File: src/rtl/iob_cfg_pkg.sv
// Shared types and constants for the IO block configuration loader.
package iob_cfg_pkg;

  // Loader sequencing states.
  typedef enum logic [1:0] {
    HUNT  = 2'd0,
    LOAD  = 2'd1,
    CHECK = 2'd2
  } cfg_state_e;

  localparam int unsigned BITS_PER_IOB = 3;
  localparam int unsigned SYNC_W       = 8;
  localparam logic [SYNC_W-1:0] SYNC_WORD_DEF = 8'hA5;

  // TSMUX encodings as seen by an IO block; any code with bit 1 set always drives OUT.
  localparam logic [1:0] TSMUX_HIZ   = 2'b00;
  localparam logic [1:0] TSMUX_TS    = 2'b01;
  localparam logic [1:0] TSMUX_DRIVE = 2'b10;

endpackage

File: src/rtl/iob_cfg_sync_det.sv
// Frame sync detector: tracks the recent valid bits and flags the sync word.
module iob_cfg_sync_det
  import iob_cfg_pkg::*;
#(
  parameter logic [SYNC_W-1:0] SYNC_WORD = SYNC_WORD_DEF
) (
  input  logic clk_i,
  input  logic rst_i,
  input  logic en_i,
  input  logic din_i,
  input  logic clr_i,
  output logic sync_hit_c
);

  // The oldest window bit is shifted out on every compare, so only the
  // newest SYNC_W-1 bits are stored; the incoming bit completes the window.
  logic [SYNC_W-2:0] hist_q;
  logic [SYNC_W-2:0] hist_d;

  // Compare the would-be window against the sync word and compute the next history.
  always_comb begin
    hist_d     = hist_q;
    sync_hit_c = en_i && ({hist_q, din_i} == SYNC_WORD);
    if (clr_i) begin
      hist_d = '0;
    end else if (en_i) begin
      hist_d = {hist_q[SYNC_W-3:0], din_i};
    end
  end

  // History register with synchronous reset.
  always_ff @(posedge clk_i) begin
    if (rst_i) begin
      hist_q <= '0;
    end else begin
      hist_q <= hist_d;
    end
  end

endmodule

File: src/rtl/ioblock_cfg_loader.sv
// Serial configuration writer for the IO block array: hunts for sync, stages
// the payload, and commits TSMUX/DORREG atomically on a good parity bit.
module ioblock_cfg_loader
  import iob_cfg_pkg::*;
#(
  parameter int unsigned       NUM_IOB   = 8,
  parameter logic [SYNC_W-1:0] SYNC_WORD = SYNC_WORD_DEF
) (
  input  logic                 IOCLK,
  input  logic                 RST,
  input  logic                 CFG_EN,
  input  logic                 CFG_DIN,
  output logic [2*NUM_IOB-1:0] TSMUX_CFG,
  output logic [NUM_IOB-1:0]   DORREG_CFG,
  output logic                 CFG_BUSY,
  output logic                 CFG_DONE,
  output logic                 CFG_ERR
);

  localparam int unsigned PAY_W = BITS_PER_IOB * NUM_IOB;
  localparam int unsigned CNT_W = (PAY_W > 1) ? $clog2(PAY_W) : 1;
  localparam logic [CNT_W-1:0] CNT_LAST = CNT_W'(PAY_W - 1);

  cfg_state_e           state_q, state_d;
  logic [CNT_W-1:0]     cnt_q, cnt_d;
  logic                 par_q, par_d;
  logic [PAY_W-1:0]     stg_q, stg_d;
  logic [2*NUM_IOB-1:0] tsmux_q, tsmux_d;
  logic [NUM_IOB-1:0]   dor_q, dor_d;
  logic                 busy_q, busy_d;
  logic                 done_q, done_d;
  logic                 err_q, err_d;

  logic [2*NUM_IOB-1:0] stg_tsmux;
  logic [NUM_IOB-1:0]   stg_dor;
  logic                 hunt_en;
  logic                 sync_hit_c;

  assign hunt_en = CFG_EN && (state_q == HUNT);

  iob_cfg_sync_det #(
    .SYNC_WORD (SYNC_WORD)
  ) u_sync_det (
    .clk_i      (IOCLK),
    .rst_i      (RST),
    .en_i       (hunt_en),
    .din_i      (CFG_DIN),
    .clr_i      (sync_hit_c),
    .sync_hit_c (sync_hit_c)
  );

  // Unpack staging (stream order TSMUX[1], TSMUX[0], DORREG per block) into output layout.
  always_comb begin
    stg_tsmux = '0;
    stg_dor   = '0;
    for (int i = 0; i < int'(NUM_IOB); i++) begin
      stg_tsmux[2*i+1] = stg_q[BITS_PER_IOB*i];
      stg_tsmux[2*i]   = stg_q[BITS_PER_IOB*i+1];
      stg_dor[i]       = stg_q[BITS_PER_IOB*i+2];
    end
  end

  // Next-state and output logic for the hunt/load/check sequence.
  always_comb begin
    state_d = state_q;
    cnt_d   = cnt_q;
    par_d   = par_q;
    stg_d   = stg_q;
    tsmux_d = tsmux_q;
    dor_d   = dor_q;
    busy_d  = busy_q;
    done_d  = done_q;
    err_d   = err_q;
    unique case (state_q)
      HUNT: begin
        if (sync_hit_c) begin
          state_d = LOAD;
          cnt_d   = '0;
          par_d   = 1'b0;
          busy_d  = 1'b1;
          done_d  = 1'b0;
          err_d   = 1'b0;
        end
      end
      LOAD: begin
        if (CFG_EN) begin
          stg_d[cnt_q] = CFG_DIN;
          par_d        = par_q ^ CFG_DIN;
          if (cnt_q == CNT_LAST) begin
            state_d = CHECK;
          end else begin
            cnt_d = cnt_q + CNT_W'(1);
          end
        end
      end
      CHECK: begin
        if (CFG_EN) begin
          state_d = HUNT;
          busy_d  = 1'b0;
          if (!(par_q ^ CFG_DIN)) begin
            tsmux_d = stg_tsmux;
            dor_d   = stg_dor;
            done_d  = 1'b1;
          end else begin
            err_d = 1'b1;
          end
        end
      end
      default: begin
        state_d = HUNT;
        busy_d  = 1'b0;
      end
    endcase
  end

  // State and output registers with synchronous reset.
  always_ff @(posedge IOCLK) begin
    if (RST) begin
      state_q <= HUNT;
      cnt_q   <= '0;
      par_q   <= 1'b0;
      stg_q   <= '0;
      tsmux_q <= {NUM_IOB{TSMUX_HIZ}};
      dor_q   <= '0;
      busy_q  <= 1'b0;
      done_q  <= 1'b0;
      err_q   <= 1'b0;
    end else begin
      state_q <= state_d;
      cnt_q   <= cnt_d;
      par_q   <= par_d;
      stg_q   <= stg_d;
      tsmux_q <= tsmux_d;
      dor_q   <= dor_d;
      busy_q  <= busy_d;
      done_q  <= done_d;
      err_q   <= err_d;
    end
  end

  assign TSMUX_CFG  = tsmux_q;
  assign DORREG_CFG = dor_q;
  assign CFG_BUSY   = busy_q;
  assign CFG_DONE   = done_q;
  assign CFG_ERR    = err_q;

endmodule

File: config.mk
export PLATFORM = sky130hd
export DESIGN_NAME = ioblock_cfg_loader
export DESIGN_NICKNAME = d
export VERILOG_FILES = /design/src/rtl/iob_cfg_pkg.sv /design/src/rtl/iob_cfg_sync_det.sv /design/src/rtl/ioblock_cfg_loader.sv
export SDC_FILE = /design/constraint.sdc
export NUM_CORES = 1
export LEC_CHECK = 0
export BUFFER_PORTS_ARGS = -buffer_cell sky130_fd_sc_hd__buf_2
export CAP_MARGIN = 20
export CELL_PAD_IN_SITES_DETAIL_PLACEMENT = 0
export CELL_PAD_IN_SITES_GLOBAL_PLACEMENT = 1
export CORE_ASPECT_RATIO = 0.5
export CORE_MARGIN = 3
export CORE_UTILIZATION = 30
export DETAILED_ROUTE_END_ITERATION = 10
export GPL_TIMING_DRIVEN = 0
export PLACE_DENSITY_LB_ADDON = 0.12
export SYNTH_ARGS = -nofsm -noshare
export SYNTH_HDL_FRONTEND = slang
export SYNTH_SLANG_ARGS = --single-unit
export TNS_END_PERCENT = 30
File: constraint.sdc
create_clock -name IOCLK -period 3.7 [get_ports IOCLK]
set_input_delay 0.37 -clock IOCLK [delete_from_list [all_inputs] [get_ports IOCLK]]
set_output_delay 0.37 -clock IOCLK [all_outputs]
set_load 0.01 [all_outputs]
==> flow_metrics.tcl <==
set metrics [dict create \
    netlist_area_sq_um 2870 \
    cts_setup_buffers 0 \
    ys_warn_count 0 \
    max_stage_delay_ns 0.52 \
    holdWs_ns 0.444 \
    drt_first_pass_iters 4 \
    clock_latency_ns 0.32 \
    total_power_mw 1.59 \
    power.density_nw_per_um2 461 \
    diodes 0 \
    syn_to_final_growth_pct 20.5 \
    synth_nets 326 \
    mostFrequentLayoutCell "dfxtp_1" \
    ys_top_cells_by_area "dfxtp_1 46%, mux2i_1 11%, nor2_1 5.9%, a21oi_1 5.6%, nand2_1 5.5%" \
    drtIter0Drc 118 \
    synthDistinctLibCells 37 \
    cp-start-kind "flip-flop" \
    num-fill-cells 913 \
    grt_max_degree 12 \
    critPathMaxFanout 7 \
    setup_violations 0 \
    met2_usage_pct 20.1 \
    dieArea_sq_um 10800 \
    vias_per_cell 4.77 \
    total_leakage_power_nw 1.48 \
    timing.critical_path.required_ns 3.88 \
    cts_hold_buffers 0 \
    wl_mm 6.78 \
    htreeDepth 3 \
    fin_crit_ns 1.73 \
    slew_violations 0 \
    ctsResizeCount 0 \
    synth_area_per_cell_sq_um 9.03 \
    synth_top_area_share_pct 46.0 \
    routedWlPerCell_um 14.1 \
    via_count 2291 \
    fin_area_sq_um 3460 \
    use_met1_pct 19.0 \
    synthesis.instances 318 \
    fin_cells 480 \
    cp.depth 4 \
    place_hpwl_mm 4.86 \
    die_x_um 144 \
    worst_ep_arrival_time_ns 1.91 \
    num_rows 24 \
    antenna_found_initial 0 \
    gp_congestion 0.776 \
    die_y_um 75.2 \
    hold_class "flip-flop to flip-flop" \
    ios 31 \
    final_cell_mix "66 x dfxtp_1, 45 x nor2_1, 42 x nand2_1" \
    ir_drop_v 0.000234 \
    rsz0062_at_grt "no" \
    setup-tns-final_ns 0 \
    dpl_cell_area_sq_um 3160 \
    grt_pass1_wl_mm 11.2 \
    slowest_stage "a2111oi_4" \
    cp_num_buf_inv 0 \
    portBuffers 29 \
    cp_cell_sequence "ha_1 -> and4b_4 -> a2111oi_4 -> a311oi_1" \
    slew_headroom_pct 48.4 \
    clkTransAtPathRegs_ns 0.06 \
    grt_most_used_layer "met2" \
    cts_made_buffers 9 \
    cts_sinks 66 \
    worst_pin_slew_ns 0.767 \
    yosys.area.top_type "dfxtp_1" \
    drive_gt1_share_pct 18.7 \
    reg2regPathDepth 4 \
    drcViolationCount 0 \
    status "finished clean" \
    crit_family "compound AO/OA/AOI/OAI gates" \
    drv_cap 0 \
    finalHoldViolations 0 \
    cts_tree "done" \
    core_area_sq_um 9010 \
    holdPathStages 2 \
    max-clock-path-buffers 2 \
    num-nets-final 366 \
    finalCritPeriodShare_pct 46.7 \
    cp-end-kind "flip-flop" \
    crit_type "flip-flop to flip-flop" \
    gr-usage-all-layers_pct 13.6 \
    ys_seq_elements 66 \
    initial_core_util_pct 31.9 \
    ys_seq_area_share_pct 46.0 \
    cts_root_buf "clkbuf_16" \
    use_met3_pct 4.19 \
    grt_pass1_vias 2100 \
    skew_ns 0.00497 \
    dp.cells 464 \
    ant_nets 0 \
    grt-ovfl-total 0 \
    fmax_mhz 579 \
]
-- cells in the mapped netlist --
master	n
dfxtp_1	66
nor2_1	45
nand2_1	42
a21oi_1	32
mux2i_1	32
nand3_1	18
clkbuf_1	11
o21ai_0	9
buf_2	8
inv_1	5
and4b_1	4
buf_6	4
ha_1	4
nand4b_1	4
nand2b_1	3
nand3b_1	3
nor3b_1	3
nor3b_2	3
a211oi_1	2
a311oi_1	2
nor3_1	2
a2111oi_4	1
a21o_1	1
a31o_2	1
a41oi_1	1
and4b_4	1
and4bb_1	1
and4bb_2	1
buf_4	1
nand2b_2	1
nand3_4	1
nand3b_4	1
nor2b_1	1
o21a_1	1
o32ai_1	1
or3b_1	1
xnor2_2	1
-- sequential cells by signal, indices dropped and copies added, names as in the netlist --
register           cells
CFG_BUSY               1
CFG_DONE               1
CFG_ERR                1
DORREG_CFG             8
TSMUX_CFG             16
cnt_q                  5
par_q                  1
state_q                2
stg_q                 24
u_sync_det.hist_q      7
-- cell type report --
cell class | count | area (sq um) | share of cell area, %
Timing Repair Buffer | 29 | 145 | 4.20
Clock buffer | 11 | 243 | 7.02
Tap cell | 117 | 146 | 4.23
Buffer | 24 | 134 | 3.87
Inverter | 5 | 18.8 | 0.543
Clock inverter | 5 | 53.8 | 1.56
Multi-Input combinational cell | 223 | 1400 | 40.4
Sequential cell | 66 | 1320 | 38.2
-- worst min-delay path, cell delays in order (launching register included) --
cell and delay, ns:
dfxtp_1 0.30, inv_1 0.04, a21oi_1 0.05
-- routing by layer --
layer	wire length, um	vias to the layer above
li1	-	1183
met1	3650	1055
met2	2790	42
met3	259	11
met4	82	0
met5	0	-
-- path summary, 6_finish.rpt --
kind	from	end	slack, ns
worst max-delay path	cnt_q[0]$_SDFFE_PP0P_	cnt_q[3]$_SDFFE_PP0P_	1.97
worst min register to register	CFG_DONE$_SDFFE_PP0P_	CFG_DONE$_SDFFE_PP0P_	0.44
worst min-delay path	CFG_DONE$_SDFFE_PP0P_	CFG_DONE$_SDFFE_PP0P_	0.44
worst max register to register	cnt_q[0]$_SDFFE_PP0P_	cnt_q[3]$_SDFFE_PP0P_	1.97
-- per-stage QoR --
stage          setup slack (ns)  util, %
6_report                   1.97     38.4
5_1_grt                    1.88     38.4
4_1_cts                    1.96     38.4
3_5_place_dp               1.88     35.1
3_3_place_gp               1.90     35.1
2_1_floorplan              2.18        -
-- report_power, final --
part | switching (mW) | internal (mW)
logic | 0.0279 | 0.00985
registers | 0.000838 | 0.712
clock network | 0.305 | 0.537
total | 0.333 | 1.26
-- cell families after synthesis --
logic type	count (synthesis)	synth area share, %
DFF	66	46.0
AOI/OAI and AO/OA	51	10.7
muxes	32	11.2
xor gates and xnor gates	1	0.567
buffers and inverters	29	5.32
adders and majority gates	4	1.74
and+or+nand+nor	135	24.5
Note: power is estimated with default switching activity, not from simulation.
